File: src/rtl/tagged_iter_divider_pkg.sv
// Shared definitions for the tagged iterative divider: sub-op encodings and FSM states.
package div_pkg;

  localparam logic [2:0] DIV_OP  = 3'b100;
  localparam logic [2:0] DIVU_OP = 3'b101;
  localparam logic [2:0] REM_OP  = 3'b110;
  localparam logic [2:0] REMU_OP = 3'b111;

  typedef enum logic [1:0] {
    IDLE = 2'd0,
    CALC = 2'd1,
    FIX  = 2'd2,
    DONE = 2'd3
  } div_state_e;

endpackage

File: src/rtl/tagged_iter_divider_if.sv
// Request/result bundle between the divide reservation station, the divider and the CDB arbiter.
interface tagged_iter_divider_if #(
  parameter int XLEN  = 32,
  parameter int TAG_W = 5
);
  // Request: accepted on a cycle with start_i & ready_o & sub_op[2] & ~flush_i.
  // Result: valid_o/tag_o/result_o stay stable until a cycle with valid_o & out_ready_i.
  logic             flush_i;
  logic             start_i;
  logic [2:0]       sub_op;
  logic [XLEN-1:0]  op1;
  logic [XLEN-1:0]  op2;
  logic [TAG_W-1:0] tag_i;
  logic             ready_o;
  logic             valid_o;
  logic [TAG_W-1:0] tag_o;
  logic [XLEN-1:0]  result_o;
  logic             out_ready_i;

  modport master (
    output flush_i, start_i, sub_op, op1, op2, tag_i, out_ready_i,
    input  ready_o, valid_o, tag_o, result_o
  );

  modport slave (
    input  flush_i, start_i, sub_op, op1, op2, tag_i, out_ready_i,
    output ready_o, valid_o, tag_o, result_o
  );
endinterface

File: src/rtl/tagged_iter_divider_lzc.sv
// Combinational leading-zero counter; an all-zero input reports W.
module lzc #(
  parameter int W = 32
) (
  input  logic [W-1:0]       a,
  output logic [$clog2(W):0] cnt
);
  localparam int CW = $clog2(W) + 1;

  logic found;

  always_comb begin
    cnt   = CW'(W);
    found = 1'b0;
    for (int i = W - 1; i >= 0; i--) begin
      if (!found && a[i]) begin
        cnt   = CW'(W - 1 - i);
        found = 1'b1;
      end
    end
  end
endmodule

File: src/rtl/tagged_iter_divider.sv
// Iterative radix-2 non-restoring divider with ROB tags, output backpressure, flush abort,
// leading-zero early-out and a one-entry result-reuse cache.
module tagged_iter_divider
  import div_pkg::*;
#(
  parameter int XLEN      = 32,
  parameter int TAG_W     = 5,
  parameter int EARLY_OUT = 1,
  parameter int REUSE     = 1
) (
  input  logic                   clk,
  input  logic                   rst,
  tagged_iter_divider_if.slave   bus,
  output div_state_e             state_dbg
);
  localparam int LZW = $clog2(XLEN) + 1;

  div_state_e       state_q, state_d;
  logic             accept, in_signed, in_rem, a_neg, b_neg;
  logic [XLEN-1:0]  a_mag, b_mag, spec_res, hit_res;
  logic [LZW-1:0]   lz_raw, lz;
  logic             is_div0, is_ovf, is_zero, special, hit;

  logic [TAG_W-1:0] tag_q;
  logic [XLEN-1:0]  res_q, op1_q, op2_q, d_q, quo_q;
  logic [XLEN:0]    r_q;
  logic [LZW-1:0]   cnt_q;
  logic             sgn_q, rem_q, a_neg_q, b_neg_q;

  logic             c_valid, c_sgn;
  logic [XLEN-1:0]  c_op1, c_op2, c_quo, c_rem;

  logic [XLEN:0]    r_sh, r_step;
  logic [XLEN-1:0]  q_step, r_fix;

  function automatic logic [XLEN-1:0] fix_sign(input logic rem_sel, input logic an, input logic bn,
                                               input logic [XLEN-1:0] q, input logic [XLEN-1:0] r);
    if (rem_sel) return an ? -r : r;
    return (an ^ bn) ? -q : q;
  endfunction

  assign bus.ready_o  = (state_q == IDLE);
  assign bus.valid_o  = (state_q == DONE);
  assign bus.tag_o    = tag_q;
  assign bus.result_o = res_q;
  assign state_dbg    = state_q;

  assign accept    = bus.start_i & bus.ready_o & bus.sub_op[2] & ~bus.flush_i;
  assign in_signed = ~bus.sub_op[0];
  assign in_rem    = bus.sub_op[1];
  assign a_neg     = in_signed & bus.op1[XLEN-1];
  assign b_neg     = in_signed & bus.op2[XLEN-1];
  assign a_mag     = a_neg ? -bus.op1 : bus.op1;
  assign b_mag     = b_neg ? -bus.op2 : bus.op2;

  lzc #(.W(XLEN)) u_lzc (.a(a_mag), .cnt(lz_raw));
  assign lz = (EARLY_OUT != 0) ? lz_raw : '0;

  assign is_div0 = (bus.op2 == '0);
  assign is_ovf  = in_signed & (bus.op1 == {1'b1, {(XLEN-1){1'b0}}}) & (bus.op2 == '1);
  assign is_zero = (a_mag == '0);
  assign special = is_div0 | is_ovf | is_zero;
  assign hit     = (REUSE != 0) & c_valid & (bus.op1 == c_op1) & (bus.op2 == c_op2) &
                   (in_signed == c_sgn);
  assign hit_res = fix_sign(in_rem, a_neg, b_neg, c_quo, c_rem);

  always_comb begin
    spec_res = '0;
    if (is_div0)     spec_res = in_rem ? bus.op1 : '1;
    else if (is_ovf) spec_res = in_rem ? '0 : bus.op1;
  end

  // One non-restoring step; the quotient bit is the complement of the new remainder sign.
  assign r_sh   = {r_q[XLEN-1:0], quo_q[XLEN-1]};
  assign r_step = r_q[XLEN] ? r_sh + {1'b0, d_q} : r_sh - {1'b0, d_q};
  assign q_step = {quo_q[XLEN-2:0], ~r_step[XLEN]};
  assign r_fix  = r_q[XLEN-1:0] + (r_q[XLEN] ? d_q : '0);

  always_ff @(posedge clk) begin
    if (rst) state_q <= IDLE;
    else     state_q <= state_d;
  end

  always_comb begin
    state_d = state_q;
    if (bus.flush_i) begin
      state_d = IDLE;
    end else begin
      case (state_q)
        IDLE:    if (accept) state_d = (special | hit) ? DONE : CALC;
        CALC:    if (cnt_q == LZW'(1)) state_d = FIX;
        FIX:     state_d = DONE;
        DONE:    if (bus.out_ready_i) state_d = IDLE;
        default: state_d = IDLE;
      endcase
    end
  end

  always_ff @(posedge clk) begin
    if (rst) begin
      tag_q   <= '0;
      res_q   <= '0;
      op1_q   <= '0;
      op2_q   <= '0;
      d_q     <= '0;
      quo_q   <= '0;
      r_q     <= '0;
      cnt_q   <= '0;
      sgn_q   <= 1'b0;
      rem_q   <= 1'b0;
      a_neg_q <= 1'b0;
      b_neg_q <= 1'b0;
      c_valid <= 1'b0;
      c_sgn   <= 1'b0;
      c_op1   <= '0;
      c_op2   <= '0;
      c_quo   <= '0;
      c_rem   <= '0;
    end else begin
      if (accept) begin
        tag_q   <= bus.tag_i;
        sgn_q   <= in_signed;
        rem_q   <= in_rem;
        a_neg_q <= a_neg;
        b_neg_q <= b_neg;
        op1_q   <= bus.op1;
        op2_q   <= bus.op2;
        d_q     <= b_mag;
        quo_q   <= a_mag << lz;
        r_q     <= '0;
        cnt_q   <= LZW'(XLEN) - lz;
        if (special)  res_q <= spec_res;
        else if (hit) res_q <= hit_res;
      end
      if (state_q == CALC) begin
        r_q   <= r_step;
        quo_q <= q_step;
        cnt_q <= cnt_q - LZW'(1);
      end
      // An op flushed in FIX is abandoned, so it must not leave a cache entry behind.
      if (state_q == FIX && !bus.flush_i) begin
        res_q   <= fix_sign(rem_q, a_neg_q, b_neg_q, quo_q, r_fix);
        c_valid <= 1'b1;
        c_sgn   <= sgn_q;
        c_op1   <= op1_q;
        c_op2   <= op2_q;
        c_quo   <= quo_q;
        c_rem   <= r_fix;
      end
    end
  end
endmodule
File: src/flat_wrapper.sv
// flat-port wrapper written by rule: the top's interface ports become plain ports
module tagged_iter_divider_flat import div_pkg::*;
#(
  parameter int XLEN      = 32,
  parameter int TAG_W     = 5,
  parameter int EARLY_OUT = 1,
  parameter int REUSE     = 1
)
  (clk, rst, state_dbg, bus_flush_i, bus_start_i, bus_sub_op, bus_op1, bus_op2, bus_tag_i, bus_out_ready_i, bus_ready_o, bus_valid_o, bus_tag_o, bus_result_o);
  tagged_iter_divider_if #(.XLEN(XLEN), .TAG_W(TAG_W)) bus_i ();
  input  logic clk;
  input  logic rst;
  output div_state_e state_dbg;
  input wire logic [$bits(bus_i.flush_i)-1:0] bus_flush_i;
  input wire logic [$bits(bus_i.start_i)-1:0] bus_start_i;
  input wire logic [$bits(bus_i.sub_op)-1:0] bus_sub_op;
  input wire logic [$bits(bus_i.op1)-1:0] bus_op1;
  input wire logic [$bits(bus_i.op2)-1:0] bus_op2;
  input wire logic [$bits(bus_i.tag_i)-1:0] bus_tag_i;
  input wire logic [$bits(bus_i.out_ready_i)-1:0] bus_out_ready_i;
  output wire logic [$bits(bus_i.ready_o)-1:0] bus_ready_o;
  output wire logic [$bits(bus_i.valid_o)-1:0] bus_valid_o;
  output wire logic [$bits(bus_i.tag_o)-1:0] bus_tag_o;
  output wire logic [$bits(bus_i.result_o)-1:0] bus_result_o;
  assign bus_i.flush_i = bus_flush_i;
  assign bus_i.start_i = bus_start_i;
  assign bus_i.sub_op = bus_sub_op;
  assign bus_i.op1 = bus_op1;
  assign bus_i.op2 = bus_op2;
  assign bus_i.tag_i = bus_tag_i;
  assign bus_i.out_ready_i = bus_out_ready_i;
  assign bus_ready_o = bus_i.ready_o;
  assign bus_valid_o = bus_i.valid_o;
  assign bus_tag_o = bus_i.tag_o;
  assign bus_result_o = bus_i.result_o;
  tagged_iter_divider #(.XLEN(XLEN), .TAG_W(TAG_W), .EARLY_OUT(EARLY_OUT), .REUSE(REUSE)) u_core (.clk(clk), .rst(rst), .bus(bus_i), .state_dbg(state_dbg));
endmodule
File: config.mk
export PLATFORM = sky130hd
export DESIGN_NAME = tagged_iter_divider_flat
export DESIGN_NICKNAME = d
export VERILOG_FILES = /design/src/rtl/tagged_iter_divider_pkg.sv /design/src/rtl/tagged_iter_divider_if.sv /design/src/rtl/tagged_iter_divider_lzc.sv /design/src/rtl/tagged_iter_divider.sv /design/src/flat_wrapper.sv
export SDC_FILE = /design/constraint.sdc
export NUM_CORES = 1
export LEC_CHECK = 0
export BUFFER_PORTS_ARGS = -buffer_cell sky130_fd_sc_hd__buf_2
export CAP_MARGIN = 10
export CORE_MARGIN = 2
export CORE_UTILIZATION = 40
export CTS_CLUSTER_SIZE = 40
export DETAILED_ROUTE_END_ITERATION = 10
export PLACE_DENSITY = 0.65
export SLEW_MARGIN = 10
export SYNTH_ARGS = -nofsm -noshare
export SYNTH_HDL_FRONTEND = slang
export SYNTH_SLANG_ARGS = --single-unit
File: constraint.sdc
create_clock -name clk -period 6.66 [get_ports clk]
set_clock_uncertainty 0.15 [all_clocks]
set_input_delay 0.333 -clock clk [delete_from_list [all_inputs] [get_ports clk]]
set_output_delay 0.333 -clock clk [all_outputs]
set_load 0.02 [all_outputs]
Yosys cells after proc, flatten, opt, wreduce, memory -nomap -nowiden
Index checks and enable logic that the tools add are counted.

word-level totals
  flip-flop bits (word level) = 340
  bits of input ports = 77
  output and inout port bits = 41
  logic and storage cells = 232

cells by class
  multiplexer cells = 98
  equal/unequal tests = 12
  bitwise gates (word level) = 18
  reductions and logical operators = 73
  shift-type cells = 1
  add/sub/neg operators = 11

operator list
  kind                    count
  $mux W32                21
  $mux W6                 34
  $neg A32 Y32            6
  $mux W33                3
  $eq A32 B32 Y1          2
  $eq A32 B32 Y1 const B  2
  $logic_not A32 Y1       2
  $mux W1                 35
  $add A33 B32 Y33        1
  $sub A33 B32 Y33        1
  $add A32 B32 Y32        1
  $logic_and A1 B1 Y1     32
  $logic_not A1 Y1        32
  $shl A32 B6 Y32         1
  $and A1 B1 Y1           10
  $mux W2                 4
  $pmux W2 S4             1
  $eq A6 B1 Y1 const B    1
  $sub A6 B1 Y6 const B   1
  $sub A6 B6 Y6 const A   1
  $eq A2 B2 Y1 const B    2
  $ne A2 B2 Y1 const B    2
  $reduce_bool A2 Y1      2
  $not A1 Y1              3
  10 further kinds        13

Logic depth before layout (Yosys ltp)
  depth in word-level cells = 100
  gate-level depth with buffers = 20
  mapped depth without buffers = 20

Cells and area by module
A second synthesis with hierarchy kept.

unflattened totals
  cells, all modules = 3547
  area, all modules = 25047.8 µm²

modules (own cells, without submodules)
  module               area each (µm²)  times used  seq. area each (µm²)  cells an instance
  tagged_iter_divider  24662.4          1           6786.5                3483
  lzc                  385.4            1           0.0                   64

Least setup slack after synthesis
No wires, ideal clock.

  path type = register to register
  from = register u_core.r_q[32]
  to = register u_core.res_q[31], in the netlist u_core.bus.result_o[31]
  data required time = 6.436 ns
  cell stages (with the launch flop) = 19
  library setup time = 0.074 ns
  path buffers = 3
  period minus slack after synthesis = 4.910 ns
  path slack = 1.750 ns
  data arrival time = 4.685 ns
  path through = dfxtp_1 -> clkbuf_1 -> clkbuf_1 -> and2_1 -> ha_1 -> clkbuf_1 -> a2111o_1 -> o21bai_1 -> a311o_1 -> a2111o_1 -> a311oi_2 -> xnor2_1 -> a211oi_1 -> or3b_1 -> nand4b_1 -> o31ai_1 -> xor2_1 -> nand3_1 -> a31oi_1

between the ends
  cells in the longest elaborated chain, start to end = 7

ends and longest elaborated chain
  what                       RTL line                    text
  start: declaration         tagged_iter_divider.sv:26   logic [XLEN:0] r_q;
  start signal: assignment   tagged_iter_divider.sv:136  r_q <= r_step;
  $mux W32 (*)               tagged_iter_divider.sv:77   assign r_fix = r_q[XLEN-1:0] + (r_q[XLEN] ? d_q : '0);
  $add A32 B32 Y32 (*)       tagged_iter_divider.sv:77
  $neg A32 Y32               tagged_iter_divider.sv:38   if (rem_sel) return an ? -r : r;
  $mux W32 (*) (2 in a row)  tagged_iter_divider.sv:38
  $mux W32 (*)               tagged_iter_divider.sv:39   return (an ^ bn) ? -q : q;
  $mux W32 (*)               tagged_iter_divider.sv:141  if (state_q == FIX && !bus.flush_i) begin
  end signal: assignment     tagged_iter_divider.sv:132  if (special) res_q <= spec_res;
  end signal: assignment     tagged_iter_divider.sv:133  else if (hit) res_q <= hit_res;
  end signal: assignment     tagged_iter_divider.sv:142  res_q <= fix_sign(rem_q, a_neg_q, b_neg_q, quo_q, r_fix);
  end: declaration           tagged_iter_divider.sv:25   logic [XLEN-1:0] res_q, op1_q, op2_q, d_q, quo_q;

Mark *: on every way between the ends. The rest lies on a longest branch, timed or not. The select of a mux whose other input is x is not followed.
A chain may end at the register's enable or synchronous reset.

Worst setup path after layout
  from = input bus_op1[0]
  to = register u_core.res_q[27], in the netlist u_core.bus.result_o[27]

between the ends
  cells in the longest elaborated chain, start to end = 8
  elaborated cells between the ends (all ways) = 19
  classes of those cells = add/sub: 1; eq/ne: 2; mux: 6; bitwise: 7; reduce/logical: 3

ends and longest elaborated chain
  what                                                                  RTL line            text
  start: declaration                                                    flat_wrapper.sv:17  input wire logic [$bits(bus_i.op1)-1:0] bus_op1;
  parallel branches: the longest is 8 deep, another holds $neg A32 Y32  -

Several ways; the timed one is not identified. The select of a mux whose other input is x is not followed.

==> metrics.csv <==
metric,value,unit
ys.flop_type,dfxtp_1,
max_stage_delay,0.67,ns
grt-ovfl-total,0,
area_growth,11.7,%
clkTransAtPathRegs,0.06,ns
period_minus_slack,6.02,ns
drv_cap,0,
maxSlewHeadroom,0.207,
met2_usage,0.436,
cts_setup_buffers,0,
dp_hpwl,71100,um
ctsHtreeMaxLevel,2,
p_sw_frac,0.330,
ctsRootBufferMaster,clkbuf_16,
rsz0062_at_grt,false,
drtAntennaViolNets,0,
yosysMostFrequentCell,nand2_1,
power_density,202,mW/mm^2
cp.required,6.97,ns
comb_power_share,0.240,
groute.layer.met3.usage,0.0458,
syn_nets,3824,
grt_pass1_vias,25000,
vias_per_cell,6.06,
numCtsBuffers,41,
first_pass_iters,8,
grt_first_pass_wirelength,148000,um
ys_seq_elements,339,
placedCellCount,4431,
n_antenna_cell,0,
path_max_fanout,34,
place_congestion,1.00,
worstPathArrival,6.34,ns
cts_tree,yes,
io_buffers,117,
power_frac_clock,0.393,
p_int,3930,uW
start_util,0.404,
final_cells,4564,
core-area,0.0645,sq mm
synth_area,0.0261,sq mm
max_freq,166,MHz
die_area,0.0672,sq mm
synth.area.top_cells,"dfxtp_1 (26%), nand2_1 (8.6%), a21oi_1 (8.5%)",
layout.nets,3834,
placed_cell_area,0.0272,sq mm
drc,0,
cpMaxStageDelayCell,or4b_1,
top_usage_layer,met2,
synth_warnings,0,
grt_use_met1,0.379,
setup_viol,0,
startpoint_type,input pin,
die_width,259,um
hold_viol,0,
grt_max_degree,211,
drt-initial-drc-count,3514,
synth_largest_area_cell,dfxtp_1,
synth_top_area_share,0.260,
design_area,0.0291,sq mm
seq_area_frac_synth,0.260,
wl_per_cell,21.3,um
status,"complete, no violations",
seq_power_share,0.366,
insertion_delay,0.58,ns
syn_avg_cell_area,7.11,sq um
netSwitchingPower,1940,uW
leakagePower,0.0107,uW
synth_common_cells,"nand2_1 (599), a21oi_1 (442), nor2_1 (341)",
ys_types,98,
finalWirelength,97200,um
synthArstFlopShare,0,
min_period_over_period,0.904,
ir_drop,0.200,mV
io_pins,118,
rows,93,
clock-sinks,339,
antenna_found_initial,5,
endpoint_kind,flip-flop,
groute.usage.overall,0.279,
synth-edff-count,0,
fillers,6662,
setup_tns,0,ns
die_height,259,um
layout-drive-gt1-share,0.0839,
path_class,input pin to flip-flop,
syn_inst,3667,
worstPathCellList,"dlygate4sd3_1, buf_2, inv_1, ha_1, or4b_1, o41ai_1, xor2_1, and4_1, nand4_1, nor3_2, nand2_1, o211ai_1, a31oi_1, nor2_2, buf_4, mux2_2, o221a_2",
tightest_slew,1.19,ns
min_path_type,input pin to flip-flop,
finalMaxSlewViolations,0,
max-clock-path-buffers,3,
vias,27600,
per-stage QoR:
stage               hold slack, ns  utilization  total power (uW)  setup slack, ns
detailed placement           0.293        0.421              3540            0.809
floorplan                    0.262            -              3160             1.75
global placement             0.287        0.421              3540            0.841
finish                      0.0276        0.452              5870            0.637
global route                0.0279        0.452              6110            0.443
CTS                        0.00121        0.452              5880            0.828
power by group through the flow:
stage / sequential [uW] / combinational, uW / clock, uW
5_1_grt: 2160 / 1530 / 2430
2_1_floorplan: 2160 / 1000 / 0
3_5_place_dp: 2190 / 1350 / 0
6_report: 2150 / 1410 / 2310
3_3_place_gp: 2190 / 1350 / 0
4_1_cts: 2150 / 1380 / 2350
registers in the layout (all words and copies together) (netlist names), 2 cells and up:
name                 count
u_core.op1_q            32
u_core.r_q              33
u_core.c_rem            32
u_core.c_op1            32
u_core.op2_q            31
u_core.c_quo            32
u_core.bus.tag_o         5
u_core.cnt_q             6
u_core.bus.result_o     32
u_core.d_q              32
u_core.quo_q            32
u_core.state_dbg         2
u_core.c_op2            32
cells by family (layout without fill, tap and decap cells):
group	count (synthesis)	count (layout)	synth area share
and+or+nand+nor	1457	1457	0.259
AOI/OAI and AO/OA	1075	1075	0.263
buffers and inverters	359	401	0.0543
DFF	339	339	0.260
xor gates and xnor gates	303	303	0.102
adders and majority gates	80	80	0.0390
muxes	54	54	0.0215
area by class of cell:
| class | count | area, sq um | share of cell area |
|---|---|---|---|
| tap | 855 | 1070 | 0.0367 |
| clock inverter | 16 | 178 | 0.00610 |
| multi-input combinational | 2969 | 17900 | 0.615 |
| sequential | 339 | 6790 | 0.233 |
| inverter | 93 | 349 | 0.0120 |
| timing repair buffer | 233 | 1640 | 0.0562 |
| clock buffer | 59 | 1190 | 0.0410 |
what timing repair did:
item / in CTS / in global routing
endpoints found under the hold margin: 63 / 0
gates resized for setup: 0 / 0
hold buffers: 58 / 0
final timing paths:
path / start / end / slack [ns] / depth (start not counted)
min: bus_op1[5] / u_core.op1_q[5] / 0.03 / 3
max: bus_op1[0] / u_core.bus.result_o[27] / 0.64 / 17
max reg2reg: u_core.r_q[32] / u_core.bus.result_o[31] / 1.22 / 17
min reg2reg: u_core.op1_q[22] / u_core.c_op1[22] / 0.30 / 2
worst max-delay path: cells and delay by family:
family | cells | cell delay (ns)
muxes | 1 | 0.40
buffers and inverters | 4 | 1.33
xor gates and xnor gates | 1 | 0.46
AOI/OAI and AO/OA | 4 | 1.50
adders and majority gates | 1 | 0.26
and+or+nand+nor | 6 | 2.04
layer usage:
layer | part of all wire | vias up | wire, um
met5 | 0.00025 | - | 24
met4 | 0.043 | 4 | 4180
met3 | 0.084 | 250 | 8140
met2 | 0.44 | 1216 | 42600
met1 | 0.43 | 13000 | 42300
li1 | - | 13100 | -
placed cells by master (no fill, tap or decap), types with 16 or more instances in the layout:
master | Yosys | routed
xor2_1 | 138 | 138
nor2_1 | 341 | 338
o31ai_1 | 34 | 34
or4_1 | 22 | 22
dfxtp_1 | 339 | 339
nand3_1 | 55 | 55
nor4_1 | 53 | 53
nand4_1 | 42 | 42
nor2b_1 | 24 | 22
mux2i_1 | 38 | 38
a21oi_1 | 442 | 441
a311oi_1 | 32 | 32
ha_1 | 78 | 77
a211oi_1 | 89 | 89
nand2_1 | 599 | 599
o21a_1 | 26 | 26
buf_4 | 4 | 56
o21ai_0 | 140 | 140
clkbuf_16 | 0 | 41
o211ai_1 | 55 | 55
mux2_2 | 16 | 16
nand2b_1 | 49 | 47
a21o_1 | 20 | 20
buf_2 | 24 | 116
nor3_1 | 97 | 97
a31oi_1 | 39 | 39
and2_1 | 40 | 40
or3_1 | 35 | 35
dlygate4sd3_1 | 0 | 58
inv_1 | 91 | 91
and3_1 | 38 | 38
a22oi_1 | 20 | 20
xnor2_1 | 164 | 164
No activity file was read; power rests on OpenSTA's default activity.
